--- config.mk ---
export PLATFORM = sky130hd
export DESIGN_NAME = uart_rx
export DESIGN_NICKNAME = d
export VERILOG_FILES = /design/src/rtl/uart_rx_pkg.sv /design/src/rtl/uart_rx_fifo.sv /design/src/rtl/uart_rx.sv
export SDC_FILE = /design/constraint.sdc
export NUM_CORES = 1
export LEC_CHECK = 0
export ABC_AREA = 1
export CAP_MARGIN = 20
export CORE_ASPECT_RATIO = 0.6
export CORE_MARGIN = 5
export CORE_UTILIZATION = 45
export CTS_CLUSTER_SIZE = 40
export DETAILED_ROUTE_END_ITERATION = 8
export HOLD_SLACK_MARGIN = 0.03
export MAX_ROUTING_LAYER = met4
export PLACE_DENSITY = 0.82
export SLEW_MARGIN = 20
export SYNTH_ARGS = -nofsm -noshare
export SYNTH_HDL_FRONTEND = slang
export SYNTH_SLANG_ARGS = --single-unit
--- constraint.sdc ---
create_clock -name clk -period 3.2 [get_ports clk]
set_clock_uncertainty 0.2 [all_clocks]
set_input_delay 0.64 -clock clk [delete_from_list [all_inputs] [get_ports clk]]
set_output_delay 0.64 -clock clk [all_outputs]
set_load 0.05 [all_outputs]
--- src/rtl/uart_rx_pkg.sv ---
// Shared types, address map and FSM encoding for the UART receiver.
// Latency: n/a (declarations only).
// Backpressure: n/a.
package uart_rx_pkg;

  localparam int unsigned MEM_ADDR_W = 32;
  localparam int unsigned DATA_W     = 32;

  typedef logic [MEM_ADDR_W-1:0] mem_addr_bus;
  typedef logic [DATA_W-1:0]     data_bus;

  // Address window of the receiver, next to the tim/uart windows.
  localparam mem_addr_bus uart_rx_addr_start = 32'h0000_0300;
  localparam mem_addr_bus uart_rx_addr_end   = 32'h0000_030F;

  // Register byte offsets inside the window.
  localparam logic [3:0] uart_rx_rxdata_off = 4'h0;
  localparam logic [3:0] uart_rx_status_off = 4'h4;
  localparam logic [3:0] uart_rx_ctrl_off   = 4'h8;
  localparam logic [3:0] uart_rx_baud_off   = 4'hC;

  typedef enum logic [1:0] {
    ST_IDLE,
    ST_START,
    ST_DATA,
    ST_STOP
  } rx_state_e;

  function automatic logic addr_hit(input mem_addr_bus a);
    return (a >= uart_rx_addr_start) && (a <= uart_rx_addr_end);
  endfunction

  function automatic logic [3:0] reg_off(input mem_addr_bus a);
    mem_addr_bus d;
    d = a - uart_rx_addr_start;
    return d[3:0];
  endfunction

endpackage

--- src/rtl/uart_rx_fifo.sv ---
// Receive byte FIFO with occupancy count; power-of-two depth, pointers wrap naturally.
// Latency: pushed data visible at head the cycle after the push.
// Backpressure: push while full (without a pop) is ignored; pop while empty is ignored.
// Ports: push_i/push_dat_i write, pop_i advances head, head_dat_o, full_o, empty_o, count_o.
module uart_rx_fifo #(
  parameter int unsigned DEPTH = 4,
  parameter int unsigned WIDTH = 8
) (
  input  logic                     clk,
  input  logic                     rst_n,
  input  logic                     push_i,
  input  logic [WIDTH-1:0]         push_dat_i,
  input  logic                     pop_i,
  output logic [WIDTH-1:0]         head_dat_o,
  output logic                     full_o,
  output logic                     empty_o,
  output logic [$clog2(DEPTH):0]   count_o
);

  localparam int unsigned PTR_W = $clog2(DEPTH);
  localparam int unsigned CNT_W = $clog2(DEPTH) + 1;

  logic [WIDTH-1:0] mem_q [DEPTH];
  logic [WIDTH-1:0] mem_d [DEPTH];
  logic [PTR_W-1:0] wr_ptr_q, wr_ptr_d;
  logic [PTR_W-1:0] rd_ptr_q, rd_ptr_d;
  logic [CNT_W-1:0] count_q, count_d;
  logic             push_ok, pop_ok;

  assign full_o     = (count_q == CNT_W'(DEPTH));
  assign empty_o    = (count_q == '0);
  assign count_o    = count_q;
  assign head_dat_o = mem_q[rd_ptr_q];

  // A pop frees a slot in the same cycle, so push+pop while full is legal.
  assign push_ok = push_i && (!full_o || pop_i);
  assign pop_ok  = pop_i && !empty_o;

  always_comb begin
    mem_d    = mem_q;
    wr_ptr_d = wr_ptr_q;
    rd_ptr_d = rd_ptr_q;
    count_d  = count_q;
    if (push_ok) begin
      mem_d[wr_ptr_q] = push_dat_i;
      wr_ptr_d        = wr_ptr_q + PTR_W'(1);
    end
    if (pop_ok) begin
      rd_ptr_d = rd_ptr_q + PTR_W'(1);
    end
    case ({push_ok, pop_ok})
      2'b10:   count_d = count_q + CNT_W'(1);
      2'b01:   count_d = count_q - CNT_W'(1);
      default: count_d = count_q;
    endcase
  end

  always_ff @(posedge clk or negedge rst_n) begin
    if (!rst_n) begin
      mem_q    <= '{default: '0};
      wr_ptr_q <= '0;
      rd_ptr_q <= '0;
      count_q  <= '0;
    end else begin
      mem_q    <= mem_d;
      wr_ptr_q <= wr_ptr_d;
      rd_ptr_q <= rd_ptr_d;
      count_q  <= count_d;
    end
  end

endmodule

--- src/rtl/uart_rx.sv ---
// Memory-mapped UART receiver: 16x oversampled 8N1 framing into a small byte FIFO.
// Latency: register reads return one cycle after the read strobe; a byte is queued at its mid-stop sample.
// Backpressure: none on the line; a byte arriving with the FIFO full is dropped and flagged as overrun.
// Ports: clk/rst_n, bus read/write address+strobes, write data in, registered read data out, rx line, level irq.
module uart_rx
  import uart_rx_pkg::*;
#(
  parameter int unsigned FIFO_DEPTH = 4,
  parameter logic [15:0] BAUD_RESET = 16'd26
) (
  input  logic        clk,
  input  logic        rst_n,
  input  mem_addr_bus uart_rx_r_addr_i,
  input  mem_addr_bus uart_rx_w_addr_i,
  input  data_bus     uart_rx_data_i,
  input  logic        uart_rx_r_enable_i,
  input  logic        uart_rx_w_enable_i,
  output data_bus     uart_rx_data_o,
  input  logic        rx,
  output logic        uart_rx_irq_o
);

  localparam int unsigned CNT_W = $clog2(FIFO_DEPTH) + 1;

  rx_state_e   state_q, state_d;
  logic        hold_q, hold_d;          // stop bit was low: wait for line to return high
  logic        rx_meta_q, rx_meta_d;
  logic        rx_sync_q, rx_sync_d;
  logic        rx_prev_q, rx_prev_d;
  logic [15:0] baud_cnt_q, baud_cnt_d;
  logic [3:0]  tick_cnt_q, tick_cnt_d;
  logic [2:0]  bit_cnt_q, bit_cnt_d;
  logic [7:0]  shift_q, shift_d;
  logic [1:0]  ctrl_q, ctrl_d;
  logic [15:0] baud_q, baud_d;
  logic        overrun_q, overrun_d;
  logic        frame_err_q, frame_err_d;
  data_bus     rdata_q, rdata_d;

  logic             tick, push, pop, set_fe, clr_sticky;
  logic             wr_hit, rd_hit;
  logic [3:0]       wr_off, rd_off;
  logic [7:0]       fifo_head;
  logic             fifo_full, fifo_empty;
  logic [CNT_W-1:0] fifo_count;
  logic [7:0]       count8;
  logic [7:0]       status;
  logic             unused_ok;

  assign unused_ok = ^uart_rx_data_i[31:16];

  uart_rx_fifo #(
    .DEPTH (FIFO_DEPTH),
    .WIDTH (8)
  ) u_fifo (
    .clk        (clk),
    .rst_n      (rst_n),
    .push_i     (push),
    .push_dat_i (shift_q),
    .pop_i      (pop),
    .head_dat_o (fifo_head),
    .full_o     (fifo_full),
    .empty_o    (fifo_empty),
    .count_o    (fifo_count)
  );

  assign count8 = 8'(fifo_count);
  assign status = {count8[3:0], frame_err_q, overrun_q, fifo_full, ~fifo_empty};
  assign tick   = (baud_cnt_q == baud_q);

  assign uart_rx_data_o = rdata_q;
  assign uart_rx_irq_o  = ctrl_q[1] & (~fifo_empty | overrun_q | frame_err_q);

  always_comb begin
    state_d     = state_q;
    hold_d      = hold_q;
    rx_meta_d   = rx;
    rx_sync_d   = rx_meta_q;
    rx_prev_d   = rx_sync_q;
    baud_cnt_d  = tick ? 16'd0 : baud_cnt_q + 16'd1;
    tick_cnt_d  = tick_cnt_q;
    bit_cnt_d   = bit_cnt_q;
    shift_d     = shift_q;
    ctrl_d      = ctrl_q;
    baud_d      = baud_q;
    rdata_d     = rdata_q;
    push        = 1'b0;
    pop         = 1'b0;
    set_fe      = 1'b0;
    clr_sticky  = 1'b0;
    wr_hit      = uart_rx_w_enable_i && addr_hit(uart_rx_w_addr_i);
    rd_hit      = uart_rx_r_enable_i && addr_hit(uart_rx_r_addr_i);
    wr_off      = reg_off(uart_rx_w_addr_i);
    rd_off      = reg_off(uart_rx_r_addr_i);

    // Receive FSM; the start bit is qualified at its middle (tick 7), every
    // later sample lands 16 ticks on, i.e. in the middle of each bit.
    case (state_q)
      ST_IDLE: begin
        if (rx_prev_q && !rx_sync_q) begin
          state_d    = ST_START;
          tick_cnt_d = 4'd0;
          baud_cnt_d = 16'd0;
        end
      end
      ST_START: begin
        if (tick) begin
          if (tick_cnt_q == 4'd7) begin
            tick_cnt_d = 4'd0;
            bit_cnt_d  = 3'd0;
            state_d    = rx_sync_q ? ST_IDLE : ST_DATA;
          end else begin
            tick_cnt_d = tick_cnt_q + 4'd1;
          end
        end
      end
      ST_DATA: begin
        if (tick) begin
          if (tick_cnt_q == 4'd15) begin
            tick_cnt_d = 4'd0;
            shift_d    = {rx_sync_q, shift_q[7:1]};
            bit_cnt_d  = bit_cnt_q + 3'd1;
            if (bit_cnt_q == 3'd7) begin
              state_d = ST_STOP;
            end
          end else begin
            tick_cnt_d = tick_cnt_q + 4'd1;
          end
        end
      end
      ST_STOP: begin
        if (hold_q) begin
          if (rx_sync_q) begin
            hold_d  = 1'b0;
            state_d = ST_IDLE;
          end
        end else if (tick) begin
          if (tick_cnt_q == 4'd15) begin
            tick_cnt_d = 4'd0;
            if (rx_sync_q) begin
              push    = 1'b1;
              state_d = ST_IDLE;
            end else begin
              set_fe  = 1'b1;
              hold_d  = 1'b1;
            end
          end else begin
            tick_cnt_d = tick_cnt_q + 4'd1;
          end
        end
      end
      default: state_d = ST_IDLE;
    endcase

    // Disabling the receiver abandons any frame in flight; FIFO is kept.
    if (!ctrl_q[0]) begin
      state_d = ST_IDLE;
      hold_d  = 1'b0;
      push    = 1'b0;
      set_fe  = 1'b0;
    end

    if (wr_hit) begin
      case (wr_off)
        uart_rx_status_off: clr_sticky = 1'b1;
        uart_rx_ctrl_off:   ctrl_d     = uart_rx_data_i[1:0];
        uart_rx_baud_off: begin
          baud_d     = uart_rx_data_i[15:0];
          baud_cnt_d = 16'd0;
        end
        default: ;
      endcase
    end

    if (uart_rx_r_enable_i) begin
      rdata_d = '0;
      if (rd_hit) begin
        case (rd_off)
          uart_rx_rxdata_off: begin
            if (!fifo_empty) begin
              rdata_d = {24'd0, fifo_head};
              pop     = 1'b1;
            end
          end
          uart_rx_status_off: rdata_d = {24'd0, status};
          uart_rx_ctrl_off:   rdata_d = {30'd0, ctrl_q};
          uart_rx_baud_off:   rdata_d = {16'd0, baud_q};
          default:            rdata_d = '0;
        endcase
      end
    end

    // New error events win over a simultaneous clear.
    overrun_d   = (overrun_q & ~clr_sticky) | (push & fifo_full & ~pop);
    frame_err_d = (frame_err_q & ~clr_sticky) | set_fe;
  end

  always_ff @(posedge clk or negedge rst_n) begin
    if (!rst_n) begin
      state_q     <= ST_IDLE;
      hold_q      <= 1'b0;
      rx_meta_q   <= 1'b1;
      rx_sync_q   <= 1'b1;
      rx_prev_q   <= 1'b1;
      baud_cnt_q  <= 16'd0;
      tick_cnt_q  <= 4'd0;
      bit_cnt_q   <= 3'd0;
      shift_q     <= 8'd0;
      ctrl_q      <= 2'd0;
      baud_q      <= BAUD_RESET;
      overrun_q   <= 1'b0;
      frame_err_q <= 1'b0;
      rdata_q     <= '0;
    end else begin
      state_q     <= state_d;
      hold_q      <= hold_d;
      rx_meta_q   <= rx_meta_d;
      rx_sync_q   <= rx_sync_d;
      rx_prev_q   <= rx_prev_d;
      baud_cnt_q  <= baud_cnt_d;
      tick_cnt_q  <= tick_cnt_d;
      bit_cnt_q   <= bit_cnt_d;
      shift_q     <= shift_d;
      ctrl_q      <= ctrl_d;
      baud_q      <= baud_d;
      overrun_q   <= overrun_d;
      frame_err_q <= frame_err_d;
      rdata_q     <= rdata_d;
    end
  end

endmodule

### Word-level counts from Yosys, hierarchy flattened

Cells that the tools add are included.

* flip-flop bits (word level): 128
* bits in latches: 0
* RAM bits: 0
* ROM bits: 0
* output and inout port bits: 33
* word-level logic and storage cells: 166
* memories: 0

* $add $sub $neg: 9
* multiply operators: 0
* div/mod/pow operators: 0
* magnitude comparators: 7
* equal/unequal tests: 31
* shift operators: 0
* muxes and demuxes: 61
* bitwise logic cells: 14
* reduce and logical (&&, ||, !) cells: 23

Operator list (count)
* one-hot mux 32 bit (4 select lines): 1
* 2-to-1 mux 16 bit: 5
* greater-or-equal comparator 32 x 10 -> 1 bit (second input constant): 2
* <= comparator 32 x 10 -> 1 bit (second input constant): 2
* bitwise mux 32 bit: 1
* 2-to-1 mux 32 bit: 1
* 2-to-1 mux 8 bit: 4
* 2-to-1 mux 2 bit: 12
* 2-to-1 mux 4 bit: 6
* 2-to-1 mux 1 bit: 21
* equality test 4 bit (second input constant): 5
* inequality test 3 bit (second input constant): 6
* adder 16 x 1 -> 16 bit (second input constant): 1
* binary-select mux 8 bit (select 2 bit): 1
* demux 8 bit (select 2 bit): 1
* equality test 16 bit: 1
* one-hot mux 4 bit (4 select lines): 1
* equality test 4 x 3 -> 1 bit (second input constant): 3
* 2-to-1 mux 3 bit: 4
* inequality test 2 bit (second input constant): 6
* one-hot mux 3 bit (2 select lines): 2
* logical AND 1 bit: 8
* inequality test 4 bit (second input constant): 2
* one-hot mux 2 bit (4 select lines): 1
* other kinds (25): 48

### Longest topological paths before layout

Gate-level depths: netlist of run 1.

* word-level depth: 9
* mapped depth: 15

### Modules after synthesis

From an unflattened synthesis of run 1, not the netlist that was laid out.

* cells, all modules: 777
* area, all modules: 6109.6 µm²

By module, submodules not included
* uart_rx: times used 1, cells an instance 541, area each 4095.2 µm²
* uart_rx_fifo: times used 1, cells an instance 236, area each 2014.4 µm²

### Worst setup path before layout of run 1

OpenSTA, ideal clock, no wires.

* path type: input-to-reg
* start: input port uart_rx_r_addr_i[1]
* end: register u_fifo.count_q[1], in the netlist u_fifo.count_o[1]
* library setup time: 0.083 ns
* arrival: 2.362 ns
* required time: 2.917 ns
* slack: 0.555 ns
* cell stages on the path: 11
* path buffers: 1
* path through: nor2_4 > nand3_1 > nor2_4 > nand3_2 > nand2_2 > buf_4 > nand2_1 > ha_1 > inv_1 > fa_1 > o21ai_0

* cells in the longest elaborated chain, start to end: 9

Ends and longest elaborated chain
* start: declaration: line uart_rx.sv:13 `input mem_addr_bus uart_rx_r_addr_i,`
* greater-or-equal comparator 32 x 10 -> 1 bit (tied with other cells): line uart_rx_pkg.sv:30 `return (a >= uart_rx_addr_start) && (a <= uart_rx_addr_end);`
* logical AND 1 bit / zero test 4 bit (equally long branches): line uart_rx_pkg.sv:30, uart_rx.sv:178
* logical AND 1 bit / 2-to-1 mux 1 bit (equally long branches): line uart_rx.sv:92, uart_rx.sv:178
* 2-to-1 mux 1 bit *: line uart_rx.sv:177 `if (rd_hit) begin`
* 2-to-1 mux 1 bit *: line uart_rx.sv:175 `if (uart_rx_r_enable_i) begin`
* logical OR 1 bit: line uart_rx_fifo.sv:36 `assign push_ok = push_i && (!full_o || pop_i);`
* logical AND 1 bit: line uart_rx_fifo.sv:36
* equality test 2 x 1 -> 1 bit / equality test 2 bit (equally long branches): line uart_rx_fifo.sv:51 `case ({push_ok, pop_ok})`
* one-hot mux 3 bit (2 select lines) / nonzero test 2 bit (equally long branches)
* end signal: assignment: line uart_rx_fifo.sv:68 `count_q <= count_d;`
* end: declaration: line uart_rx_fifo.sv:27 `logic [CNT_W-1:0] count_q, count_d;`

Every way passes the cells marked *; elsewhere a longest branch is shown, timed or not.
A chain may end at the register's enable or synchronous reset.

### Worst setup path in the final report of run 1

* start: register u_fifo.count_q[1], in the netlist u_fifo.count_o[1]
* end: output port uart_rx_irq_o

* cells in the longest elaborated chain, start to end: 5

Ends and longest elaborated chain
* zero test 3 bit: line uart_rx_fifo.sv:31 `assign empty_o = (count_q == '0);`
* inverter 1 bit: line uart_rx.sv:72 `assign uart_rx_irq_o = ctrl_q[1] & (~fifo_empty | overrun_q | frame_err_q);`
* OR 1 bit (2 in series): line uart_rx.sv:72
* AND 1 bit: line uart_rx.sv:72
* end: declaration: line uart_rx.sv:20 `output logic uart_rx_irq_o`

Every way passes these cells.

==> metrics.md, run 1 <==
| Metric | Value |
|---|---|
| Final ANT Viol Nets | 0 |
| Peak supply drop | between 200 and 300 uV |
| FFs w/ async S/R, synth | 100% |
| Worst slew pin tran | roughly 0.66 ns |
| Syn-to-layout area delta | 23.5% |
| WL per Instance | 14.5 microns |
| WHS | 0.157 ns |
| Total Die Area | 15900 sq um |
| Post-synth EDFFs | 0 |
| RSZ-0062 raised after global routing | false |
| Post-route minimum period | 3.06 ns |
| Final Power | between 3 and 4 mW |
| Fillers | 1148 |
| Routed wire length | 15300 microns |
| H-tree Lvls | 3 |
| YS warnings | 0 |
| Finish-stage setup viols | 0 |
| Setup bufs post-CTS | 0 |
| Worst hold path class | reg2reg |
| CTS Buf Count | 9 |
| Multi-input logic area | 2660 sq um |
| Critical Path RT | 2.36 ns |
| Latest clock arrival within the worst-skew pair | approximately 0.35 ns |
| Starting Density | 46.5% |
| Core box area | between 10000 and 15000 sq um |
| Synth cell types | 42 |
| Worst-path clk slew | ~0.07 ns |
| CP Max Fanout | 4 |
| Port buffer count | 101 |
| DRT iter0 DRCs | between 600 and 700 |
| Dpl cells | 1038 |
| Tot GR Track Use | 20.2% |
| Max_cap viols | 0 |
| Final Max Slew Viols | 0 |
| Pwr dens | about 430 nW/um^2 |
| Final std cells w/o fill | 1055 |
| Outcome | finished clean |
| Static Leakage | between 3 and 4 nW |
| WP data arrival | 2.22 ns |
| Hold Violations, Final | 0 |
| Root Buffer | clkbuf_16 |
| Slew HR | 55.8% |
| Met3 global-route usage | 6.21% |
| Synth Flop Type | dfrtp_1 |
| CP Class | reg2out |
| GRT busiest layer | met1 |
| Post-DP HPWL | between 10000 and 15000 microns |
| Area leader, netlist | dfrtp_1 |
| Syn avg cell area | slightly below 8 sq um |
| I/O Pins | 134 |
| Kind of start point of the critical path | flop |
| Initial antenna violation count | 0 |
| Gp weighted congestion | ~0.9 |
| Max Freq | 0.327 GHz |
| Synth Instances | around 780 |
| Synth top area share | 44.0% |
| Die W | roughly 160 microns |
| Fin crit share | 95.7% |
| Synthesis-stage register bit count | around 110 |
| Met1 Resource Use GR | 29.3% |
| Pin count of the biggest net entering global routing | 61 |
| Sink Count | 112 |
| Synth area leaders | dfrtp_1 44%, nand2_1 14%, inv_1 6.0%, nor2_1 5.3%, o21ai_0 4.8% |
| Grt ovf | 0 |
| Clock buffer depth | 2 |
| Sequential fraction of the synthesis area | between 40% and 50% |
| Ant. Diodes | 0 |
| GR Util met2 | around 28% |
| Top post-synthesis cells by count | 217 x nand2_1, 106 x dfrtp_1, 96 x inv_1 |
| Layout Nets | 991 |
| First-pass GRT wire length | 25100 microns |
| Vias in the first global route | 5039 |
| Setup TNS | 0 ns |
| Drt pass-1 iters | 5 |
| Via Count | 5493 |
| Mapped Area | between 6000 and 7000 sq um |
| Die Span Y | 99.7 microns |
| Most frequent cell after synthesis | nand2_1 |
| CTS tree | done |
| Endpoint class of the critical path | output pin |
| Register area | about 2800 sq um |
| Remaining DRCs | 0 |
| Row Count | 32 |
| Share of cells above drive strength 1 | around 6.4% |
| Via density | 5.21 |
==> registers in the layout, summed over array words and instances (netlist names), 2 cells and up <==
| signal | cells |
|---|---|
| uart_rx_data_o | 16 |
| baud_q | 16 |
| ctrl_q | 2 |
| state_q | 2 |
| tick_cnt_q | 4 |
| u_fifo.rd_ptr_q | 2 |
| baud_cnt_q | 16 |
| u_fifo.mem_q | 32 |
| shift_q | 8 |
| bit_cnt_q | 3 |
| u_fifo.wr_ptr_q | 2 |
| u_fifo.count_o | 3 |
==> metrics by stage <==
| step | utilization (%) | cell area, sq um | worst slack [ns] |
|---|---|---|---|
| 2_1_floorplan | - | 6090 | 0.555 |
| 3_3_place_gp | 55.2 | 7160 | 0.129 |
| 3_5_place_dp | 55.2 | 7160 | 0.0892 |
| 4_1_cts | 57.5 | 7450 | 0.171 |
| 5_1_grt | 57.5 | 7450 | 0.122 |
| 6_report | 57.5 | 7450 | 0.139 |
==> layout make-up <==
cell class | count | share of cell area, %
sequential | 112 | 37.7
multi-input combinational | 543 | 35.7
timing repair buffer | 112 | 14.8
inverter | 102 | 5.14
clock buffer | 9 | 3.02
tap | 170 | 2.85
clock inverter | 7 | 0.722
==> final timing paths <==
path	startpoint	to	slack, ns	cells after the start
setup / recovery	u_fifo.count_o[1]$_DFFE_PN0P_	uart_rx_irq_o	0.14	6
hold / removal	rx_meta_q$_DFF_PN1_	rx_prev_d$_DFF_PN1_	0.16	0
setup reg to reg	baud_q[4]$_DFFE_PN1P_	u_fifo.count_o[1]$_DFFE_PN0P_	0.54	13
hold reg to reg	rx_meta_q$_DFF_PN1_	rx_prev_d$_DFF_PN1_	0.16	0
max in group asynchronous	rst_n	baud_q[3]$_DFFE_PN1P_	1.55	3
min in group asynchronous	rst_n	ctrl_q[0]$_DFFE_PN0P_	0.50	2
==> placed cells by master, fill, tap and decap left out, drive strengths merged, types with 6 or more instances in the layout <==
master and count:
dfrtp 106, ha 9, xor2 11, o31ai 11
o21ai 62, dfstp 6, nor3 12, clkbuf 9
nand2 220, a21oi 14, conb 16, buf 11
nand3 26, nor2 91, clkdlybuf4s50 100, o22ai 11
inv 104, nand4 46
==> logic make-up (layout without fill, tap and decap cells) <==
group | count (synthesis) | count (layout) | synth area share (%)
simple gates | 401 | 401 | 29.4
buf+inv | 141 | 230 | 10.2
flops | 112 | 112 | 46.6
compound gates | 104 | 104 | 9.77
xor+xnor | 12 | 12 | 1.74
fa+ha+maj | 10 | 10 | 2.20
other cells | 1 | 16 | 0.0622
==> repair_timing <==
item	4_1_cts	5_1_grt
hold buffers	1	0
endpoints found under the hold margin	15	0
gates resized for setup	0	0
==> where the power goes <==
part / internal, mW / leakage [nW] / switching, mW / total, mW
Combinational: 0.232 / 2.08 / 0.357 / 0.589
Clock: 0.534 / 0.128 / 0.528 / 1.06
Sequential: 1.48 / 1.44 / 0.0730 / 1.56
Total: 2.25 / 3.65 / 0.958 / 3.21
==> worst max-delay path, cell delays in order, from the launching register on <==
cell and delay (ns):
dfrtp_1 0.42, nor3_1 0.22, buf_4 0.18, inv_1 0.04
o31ai_1 0.19, inv_1 0.09, clkdlybuf4s50_1 0.72
==> per-layer routing <==
layer  wire [microns]  vias to the layer above
met1             7190                     2511
met3             1730                       16
li1                 -                     2685
met2             6280                      281
met4              134                        0
met5                0                        -
(Power assumes the default switching activity.)
==> run 2, diff against run 1 <==
- CELL_PAD_IN_SITES_DETAIL_PLACEMENT: unset -> 1
- CELL_PAD_IN_SITES_GLOBAL_PLACEMENT: unset -> 2
- CORE_UTILIZATION: 45 -> 29
- PLACE_DENSITY: 0.82 -> unset
- PLACE_DENSITY_LB_ADDON: unset -> 0.15
==> metrics.md, run 2 (synthesis results as in run 1) <==
| Metric | Value |
|---|---|
| GRT busiest layer | met2 |
| R2R depth | 11 (-2) |
| CP bufs+invs | 3 (-1) |
| Syn-to-layout area delta | 27.1% |
| Outcome | finished clean |
| Final std cells w/o fill | 1167 (+11%) |
| Post-DP HPWL | 15100 microns (+30%) |
| WP data arrival | 2.07 ns (-0.15 ns) |
| Critical Path RT | 2.36 ns (about the same) |
| Placement Setup Slack | -0.0768 ns (-0.166 ns) |
| Hold depth | 0 (unchanged) |
| Most common cell after layout, fill and taps aside | nand2_1 |
| Final Max Slew Viols | 0 (unchanged) |
| Initial antenna violation count | 0 (unchanged) |
| Worst-path clk slew | 0.08 ns (about the same) |
| Port buffer count | 101 (unchanged) |
| Final Power | 3.33 mW (+3.7%) |
| Slew HR | 55.0% (-0.76 points) |
| Gp weighted congestion | 0.842 (-5.3%) |
| Total Die Area | 23900 sq um (+50%) |
| Post-route minimum period | 2.91 ns (-0.148 ns) |
| Reg2reg start | u_fifo.count_o[1]$_DFFE_PN0P_ |
| Max_cap viols | 0 (unchanged) |
| Worst hold path class | reg2reg |
| RSZ-0062 raised after global routing | false |
| Max stage delay on crit path | 0.57 ns (-0.15 ns) |
| Peak supply drop | 287 uV (+7.4%) |
| Fin crit share | 91.0% (-4.6 points) |
| Family with the most delay on the worst path | simple AND/OR/NAND/NOR gates |
| CP Max Fanout | 4 (unchanged) |
| Finish-stage setup viols | 0 (unchanged) |
| DRT iter0 DRCs | 217 (-64%) |
| Static Leakage | 3.71 nW (+1.7%) |
| Kind of start point of the critical path | flop |
| R2R Path End | u_fifo.count_o[2]$_DFFE_PN0P_ |
| Largest register FFs | 32 (unchanged) |
| I/O Pins | 134 (unchanged) |
| First-pass GRT wire length | 31300 microns (+25%) |
| Pwr dens | 434 nW/um^2 (+0.82%) |
| Setup TNS | 0 ns (unchanged) |
| Met1 Resource Use GR | 24.7% (-4.6 points) |
| Ant. Diodes | 0 (unchanged) |
| Via density | 4.64 (-11%) |
| Worst path slowest cell | nor3_1 |
| Hold Violations, Final | 0 (unchanged) |
| WL per Instance | 16.5 microns (+14%) |
| CTS tree | done |
| Critical path depth | 5 (-1) |
| Layout Nets | 1000 (+0.91%) |
| Met3 global-route usage | 3.70% (-2.5 points) |
| Register area | 2810 sq um (unchanged) |
| Most used cell, CP | inv_1 |
| Core box area | 20200 sq um (+56%) |
| Die W | 196 microns (+23%) |
| Tot GR Track Use | 17.2% (-3.0 points) |
| Commonest cells after routing, fill and taps aside | 217 x nand2_1, 106 x dfrtp_1, 99 x clkdlybuf4s50_1 |
| Dpl cells | 1150 (+11%) |
| Final ANT Viol Nets | 0 (unchanged) |
| R2R setup slack | 0.44 ns (-0.10 ns) |
| PostCTS Resize Cnt | 0 (unchanged) |
| Drt pass-1 iters | 4 (-1) |
| GR Util met2 | 25.4% (-2.3 points) |
| Vias in the first global route | 5849 (+16%) |
| Endpoint of the worst hold-timing path | rx_prev_d$_DFF_PN1_ |
| CTS Buf Count | 9 (unchanged) |
| Remaining DRCs | 0 (unchanged) |
| Largest Register | u_fifo.mem_q |
| Fin util | 37.9% (-20 points) |
| Endpoint class of the critical path | output pin |
| Routed wire length | 19300 microns (+26%) |
| Pin count of the biggest net entering global routing | 57 (-6.6%) |
| Sink Count | 112 (unchanged) |
| Hold path start | rx_meta_q$_DFF_PN1_ |
| Share of cells above drive strength 1 | 7.49% (+1.1 points) |
| Die Span Y | 122 microns (+22%) |
| Grt ovf | 0 (unchanged) |
| H-tree Lvls | 3 (unchanged) |
| Row Count | 40 (+25%) |
| Root Buffer | clkbuf_16 |
| Multi-input logic area | 2660 sq um (unchanged) |
| Fillers | 2462 (+110%) |
| CP Class | reg2out |
| Setup ws final | 0.287 ns (+0.148 ns) |
| Cells along the critical path | nor3_1, inv_1, o31ai_1, inv_1, buf_4 |
| Starting Density | 29.8% (-17 points) |
| Max Freq | 0.343 GHz (+5.1%) |
| Via Count | 5420 (-1.3%) |
| Worst slew pin tran | 0.669 ns (+0.00814 ns) |
| Clock buffer depth | 2 (unchanged) |
| Latest clock arrival within the worst-skew pair | 0.37 ns (+0.02 ns) |
## run 2: layout make-up
cell class              instances  share of cell area (%)
repair buffers                121                    15.4
well taps                     273                    4.45
clock buffers                   9                    2.94
inverters                     102                    4.99
clock inverters                 7                   0.832
multi-input cells             543                    34.7
flip-flops and latches        112                    36.6
## run 2: layer usage
layer  share of wire (%)  wire, microns
met5                   0              0
met4                0.71            137
met3                 5.7           1110
met2                  41           7880
met1                  53          10200
## run 2: power breakdown
group / internal, mW / leakage [nW] / switching, mW
clock network: 0.549 / 0.143 / 0.598
registers: 1.48 / 1.44 / 0.0759
logic: 0.246 / 2.13 / 0.375
## run 2: how the worst max path moves through the flow
stage	startpoint	endpoint	slack [ns]
2_1_floorplan	uart_rx_r_addr_i[1]	u_fifo.count_o[1]$_DFFE_PN0P_	0.56
3_3_place_gp	uart_rx_r_enable_i	u_fifo.count_o[2]$_DFFE_PN0P_	0.03
3_5_place_dp	uart_rx_r_enable_i	u_fifo.count_o[2]$_DFFE_PN0P_	-0.08
4_1_cts	u_fifo.count_o[1]$_DFFE_PN0P_	uart_rx_irq_o	0.28
5_1_grt	uart_rx_r_enable_i	u_fifo.count_o[2]$_DFFE_PN0P_	0.03
6_report	u_fifo.count_o[1]$_DFFE_PN0P_	uart_rx_irq_o	0.29
## run 2: stage by stage
| step | instance area [sq um] | hold WS (ns) |
|---|---|---|
| 3_3_place_gp | 7370 | 0.149 |
| 2_1_floorplan | 6090 | 0.144 |
| 6_report | 7670 | 0.160 |
| 5_1_grt | 7670 | 0.163 |
| 4_1_cts | 7670 | 0.162 |
| 3_5_place_dp | 7370 | 0.150 |
## run 2: what timing repair did
action	in CTS	in global routing
hold buffers	1	0
endpoints found under the hold margin	23	0
setup endpoints to repair	0	0
buffers inserted	0	0
==> run 3, diff against run 2 <==
- CTS_BUF_LIST: unset -> sky130_fd_sc_hd__clkbuf_16
- SLEW_MARGIN: 20 -> unset
==> results of run 3 <==
No change in the layout: final DEF, timing and power equal those of run 2.
